`src/rtl/mux_nto1_reg.sv`:
```
// Registered N:1 channel selector with fixed-select and round-robin scan modes.
// Outputs Y/CH/VALID and the scan counter are the only state.
module mux_nto1_reg #(
    parameter int N  = 4,
    parameter int W  = 8,
    parameter int SW = 2
) (
    input  logic            CLK,
    input  logic            RST,
    input  logic            EN,
    input  logic            MODE,
    input  logic [SW-1:0]   SEL,
    input  logic [N*W-1:0]  D,
    output logic [W-1:0]    Y,
    output logic [SW-1:0]   CH,
    output logic            VALID
);

    localparam logic [SW:0]   N_V  = (SW+1)'(N);
    localparam logic [SW-1:0] LAST = SW'(N - 1);

    logic [SW-1:0] cnt;
    logic [SW-1:0] cnt_nxt;
    logic [SW-1:0] idx;
    logic          legal;
    logic [W-1:0]  sel_data;

    always_comb begin
        idx = MODE ? cnt : SEL;
    end

    // Only reachable out of range via SEL when N is not a power of two
    always_comb begin
        legal = ({1'b0, idx} < N_V);
    end

    always_comb begin
        sel_data = '0;
        for (int k = 0; k < N; k++) begin
            if (idx == SW'(k)) begin
                sel_data = D[k*W +: W];
            end
        end
    end

    // Explicit wrap so CNT never holds a value >= N
    always_comb begin
        cnt_nxt = (cnt == LAST) ? '0 : cnt + 1'b1;
    end

    always_ff @(posedge CLK) begin
        if (RST) begin
            Y     <= '0;
            CH    <= '0;
            VALID <= 1'b0;
            cnt   <= '0;
        end else if (EN) begin
            Y     <= sel_data;
            CH    <= idx;
            VALID <= legal;
            if (MODE) begin
                cnt <= cnt_nxt;
            end
        end else begin
            VALID <= 1'b0;
        end
    end

endmodule

```
`config.mk`:
```
export PLATFORM = sky130hd
export DESIGN_NAME = mux_nto1_reg
export DESIGN_NICKNAME = d
export VERILOG_FILES = /design/src/rtl/mux_nto1_reg.sv
export SDC_FILE = /design/constraint.sdc
export NUM_CORES = 1
export LEC_CHECK = 0
export CAP_MARGIN = 20
export CORE_MARGIN = 8
export CORE_UTILIZATION = 33
export DETAILED_ROUTE_END_ITERATION = 10
export PLACE_DENSITY = 0.76
export SLEW_MARGIN = 15
export SYNTH_ARGS = -nofsm -noshare
export SYNTH_HDL_FRONTEND = slang
export SYNTH_SLANG_ARGS = --single-unit
```
`constraint.sdc`:
```
create_clock -name CLK -period 2.1 [get_ports CLK]
set_input_delay 0.42 -clock CLK [delete_from_list [all_inputs] [get_ports CLK]]
set_output_delay 0.42 -clock CLK [all_outputs]
set_load 0.02 [all_outputs]
```
* Word-level counts from Yosys, hierarchy flattened *
Index checks and enable logic that the tools add are counted.

operators by class
  $add $sub $neg = 1
  eq/ne operators = 4
  multiplexer cells = 7
  reduce and logical (&&, ||, !) cells = 2

operators with widths
  kind                                                 number
  2-to-1 mux 8 bit                                     4
  equality test 2 bit, second input constant           3
  2-to-1 mux 2 bit                                     2
  adder 2 x 1 -> 2 bit, second input constant          1
  equality test 2 x 1 -> 1 bit, second input constant  1
  logical NOT 2 bit                                    1
  AND reduction 2 bit                                  1
  2-to-1 mux 1 bit                                     1

word-level totals
  flip-flop bits (word level) = 13
  input bits = 38
  word-level logic and storage cells = 18

* Logic depth before layout (Yosys ltp) *
  word-level depth = 6
  gate-level depth with buffers = 5
  gate-level depth less buffers = 4

* Worst setup path after synthesis *
OpenSTA, ideal clock, no wires.

  path kind = in2reg
  start = in MODE
  end = reg Y[4]
  setup time = 0.114 ns
  data arrival time = 1.454 ns
  required time = 1.986 ns
  slack = 0.531 ns
  stages = 5
  buffers on the path = 1
  cell sequence = buf_6 mux2_4 mux4_2 mux2i_1 nor2_1

on the way
  word-level cells in the longest chain between the ends = 6
  elaborated cells between the ends (all ways) = 9
  classes of those cells = eq/ne (3); mux (5); reduce/logical (1)

RTL lines
  what                           line  source
  start, declared                11    input logic MODE,
  2-to-1 mux 2 bit *             29    idx = MODE ? cnt : SEL;
  logical NOT 2 bit              40    if (idx == SW'(k)) begin
  2-to-1 mux 8 bit (3 in a row)  40
  2-to-1 mux 8 bit *             40
  end signal, assigned           58    Y <= sel_data;
  end, declared                  14    output logic [W-1:0] Y,

Every way passes the cells marked *; elsewhere a longest branch is shown, timed or not.
A chain may end at the register's enable or synchronous reset.

* Worst setup path after layout *
  start = in MODE
  end = reg Y[0]

Same word-level chain as after synthesis.

==> key figures <==
Outcome
  • Status: finished, final reports clean

Synth
  • Number of distinct standard cells referenced by the synthesized netlist: 22
  • Synthesized flop and latch total: 13
  • Number of enable flip-flop cells after synthesis: 0
  • Sequential share of the synthesized area: 0.3824
  • Cell accounting for the most synthesized area: sky130_fd_sc_hd__dfxtp_1
  • Syn Nets: 122
  • Most used DFF post-synth: sky130_fd_sc_hd__dfxtp_1
  • Instance count of the mapped netlist: 83
  • Synthesized area divided by synthesized cell count: 8.201 um2
  • Fraction of synthesized cell area taken by the top area cell type: 0.3824
  • Synth warn: 0
  • Share of synthesized flip-flops with an asynchronous set or reset: 0
  • Library cell with the highest instance count after synthesis: sky130_fd_sc_hd__nand2_1
  • Commonest cells post-synth: sky130_fd_sc_hd__nand2_1 (23), sky130_fd_sc_hd__dfxtp_1 (13), sky130_fd_sc_hd__and3_1 (7), sky130_fd_sc_hd__o21ai_0 (7), sky130_fd_sc_hd__o221ai_1 (7)
  • Leading cell types by total area after synthesis: sky130_fd_sc_hd__dfxtp_1 (38%), sky130_fd_sc_hd__nand2_1 (13%), sky130_fd_sc_hd__o221ai_1 (9.0%)
  • Synthesized area: 680.7 um2

Setup path
  • Data arrival time of the worst path: around 2000 ps
  • Family with the most delay on the worst path: compound AO/OA/AOI/OAI gates
  • Required time of the critical path: around 2300 ps
  • Critical Path Max Stage Delay: 530 ps
  • Reg-to-reg slack, setup: 620 ps
  • Chain of cells forming the critical path: clkdlybuf4s50_1 -> buf_4 -> nor3b_1 -> a31oi_1 -> o221ai_1 -> o21ai_0
  • Master of the slowest instance on the critical path: sky130_fd_sc_hd__clkdlybuf4s50_1
  • Critical path endpoint category: flip-flop
  • Buffering stage count on the worst path with inverters included: 2
  • Critical Setup Path Class: in2reg
  • Kind of start point of the critical path: input pin
  • Critical Path Fanout Max: 7

Detailed routing
  • Drc violations: 0
  • Average via count per standard cell: 5.084
  • Post-detailed-route wirelength per cell: between 15 and 20 um
  • Total wire length: ~2.7 mm
  • Number of antenna-violating nets in the routed design: 0
  • Number of search-and-repair iterations in the first detailed-routing pass: 4
  • Initial DRC Count: 14
  • Via count of the routed design: between 800 and 900

Clocking
  • Clock slew seen by the registers of the worst setup and hold paths: about 80 ps
  • CTS root buf: sky130_fd_sc_hd__clkbuf_4
  • CTS max path bufs: 2
  • TritonCTS sink count: 13
  • Gates resized, CTS repair: 0
  • Clock Latency Late Sink: approximately 270 ps
  • Buffers inserted by post-CTS timing repair: 0
  • Inserted Clock Buffers: 3
  • H-tree levels: 1
  • Clock tree from TritonCTS: done
  • Hold buffer count at cts: 0

Power
  • Total power density per cell area: 517.0 mW/mm2
  • Final Power: 0.6482 mW
  • Pleak: ~0.50 nW
  • Peak supply drop: around 0.00042 V

GRT
  • Global route total overflow: 0
  • Overall global routing resource usage: 0.1378
  • Maximum number of pins on one net before global-route repair: 10
  • Global-route wire length before repair: 3.946 mm
  • Number of antenna violations at the first check in global routing: 0
  • Number of global-route vias before repair: between 800 and 900

Die
  • Vertical die dimension: 61.42 um
  • # rows: 16
  • Width of the die: ~60 um
  • I/O Pins: 49
  • Die outline area: around 0.0038 mm2
  • Initial Utilization: 0.3469
  • Core area: 0.001962 mm2

Timing
  • Pins Over Slew Limit: 0
  • Total negative slack for setup checks: 0 ps
  • Clock period minus worst slack: 1850 ps
  • Number of hold violations in the final report: 0
  • Setup repair after global routing missed its margin: no
  • Highest achievable clock rate: roughly 0.54 GHz
  • Worst-Margin Slew: ~660 ps
  • Period utilization: 0.8812
  • Clock tree skew after final layout: about 4.9 ps
  • Max transition margin: 0.5562
  • Final setup violation count: 0

Flow run
  • Max-cap violations: 0

Layout
  • Antenna cells: 0
  • Post-layout nets: approximately 180
  • Share of layout cells above drive strength 1: 0.09353
  • Synthesis-to-finish area growth: 84.19%

Placement
  • Dpl hpwl: ~2.1 mm
  • Global placer's final weighted congestion: between 0.7 and 0.8
  • Number of input and output port buffers inserted: between 40 and 50

Hold path
  • Tightest Hold Check Type: reg2reg
## worst reg2reg max path: stages (launching register included)
cell and delay (ps):
sky130_fd_sc_hd__dfxtp_1 430, sky130_fd_sc_hd__inv_1 60, sky130_fd_sc_hd__a31oi_1 560, sky130_fd_sc_hd__o221ai_1 190, sky130_fd_sc_hd__o21ai_0 180
## final cells by class
type	instances	area, um2
Multi-Input combinational cell	66	396.6
Timing Repair Buffer	55	533.0
Fill cell	186	708.2
Sequential cell	13	260.3
Tap cell	27	33.78
Inverter	1	3.754
Clock buffer	4	26.28
## per-layer routing
metal	global-route usage	part of all wire	vias to the layer above
met5	0	0	-
met4	0.009740	0	0
met3	0.05846	0.11	0
met2	0.2388	0.48	38
met1	0.1601	0.41	392
li1	-	-	414
## final timing paths
kind	start	end	depth (start not counted)
hold / removal	Y[2]	Y[2]	2
setup / recovery	MODE	Y[0]	6
setup reg to reg	cnt[1]	Y[0]	4
hold reg to reg	Y[2]	Y[2]	2
## cell usage in the layout, fill, tap and decap left out
cell                              instances
sky130_fd_sc_hd__clkbuf_1                 1
sky130_fd_sc_hd__clkbuf_4                 3
sky130_fd_sc_hd__nor3_1                   1
sky130_fd_sc_hd__o221ai_1                 7
sky130_fd_sc_hd__ha_1                     1
sky130_fd_sc_hd__nor2b_1                  1
sky130_fd_sc_hd__o21ai_0                  7
sky130_fd_sc_hd__a21oi_1                  2
sky130_fd_sc_hd__nor3b_1                  1
sky130_fd_sc_hd__clkdlybuf4s50_1         48
sky130_fd_sc_hd__a211oi_1                 2
sky130_fd_sc_hd__nand3_1                  1
sky130_fd_sc_hd__a31oi_1                  2
sky130_fd_sc_hd__nor2_1                   5
sky130_fd_sc_hd__and3_1                   7
sky130_fd_sc_hd__mux2i_1                  3
sky130_fd_sc_hd__buf_4                    7
sky130_fd_sc_hd__mux4_2                   1
sky130_fd_sc_hd__dfxtp_1                 13
sky130_fd_sc_hd__inv_1                    1
sky130_fd_sc_hd__nand2_1                 23
sky130_fd_sc_hd__and3b_2                  1
sky130_fd_sc_hd__mux2_4                   1
## kinds of logic (layout without fill, tap and decap cells)
group           count (synthesis)  in the layout  synth area share
compound gates                 20             20            0.1967
fa+ha+maj                       1              1           0.01838
buf+inv                         4             60           0.03491
flops                          13             13            0.3824
mux                             5              5           0.09926
simple gates                   40             40            0.2684
## through the flow
step | util | std cells | setup slack (ps) | hold slack [ps] | cell area, um2
after floorplan | - | 83 | 531.1 | 483.6 | 680.7
after global placement | 0.6256 | 162 | 46.66 | 433.8 | 1227
after detailed placement | 0.6256 | 162 | -49.61 | 444.9 | 1227
after CTS | 0.6390 | 166 | 229.4 | 463.2 | 1254
after global routing | 0.6390 | 166 | 95.01 | 517.9 | 1254
final | 0.6390 | 166 | 249.5 | 465.7 | 1254
## report_power, final
group | switching (mW) | internal (mW) | total (mW)
registers | 0.0113 | 0.265 | 0.276
logic | 0.0871 | 0.128 | 0.215
clock network | 0.0828 | 0.0736 | 0.156
## state kept, by name, summed over array words and instances, names as in the netlist
signal  count
VALID       1
cnt         2
Y           8
CH          2
No activity file was read; power rests on OpenSTA's default activity.
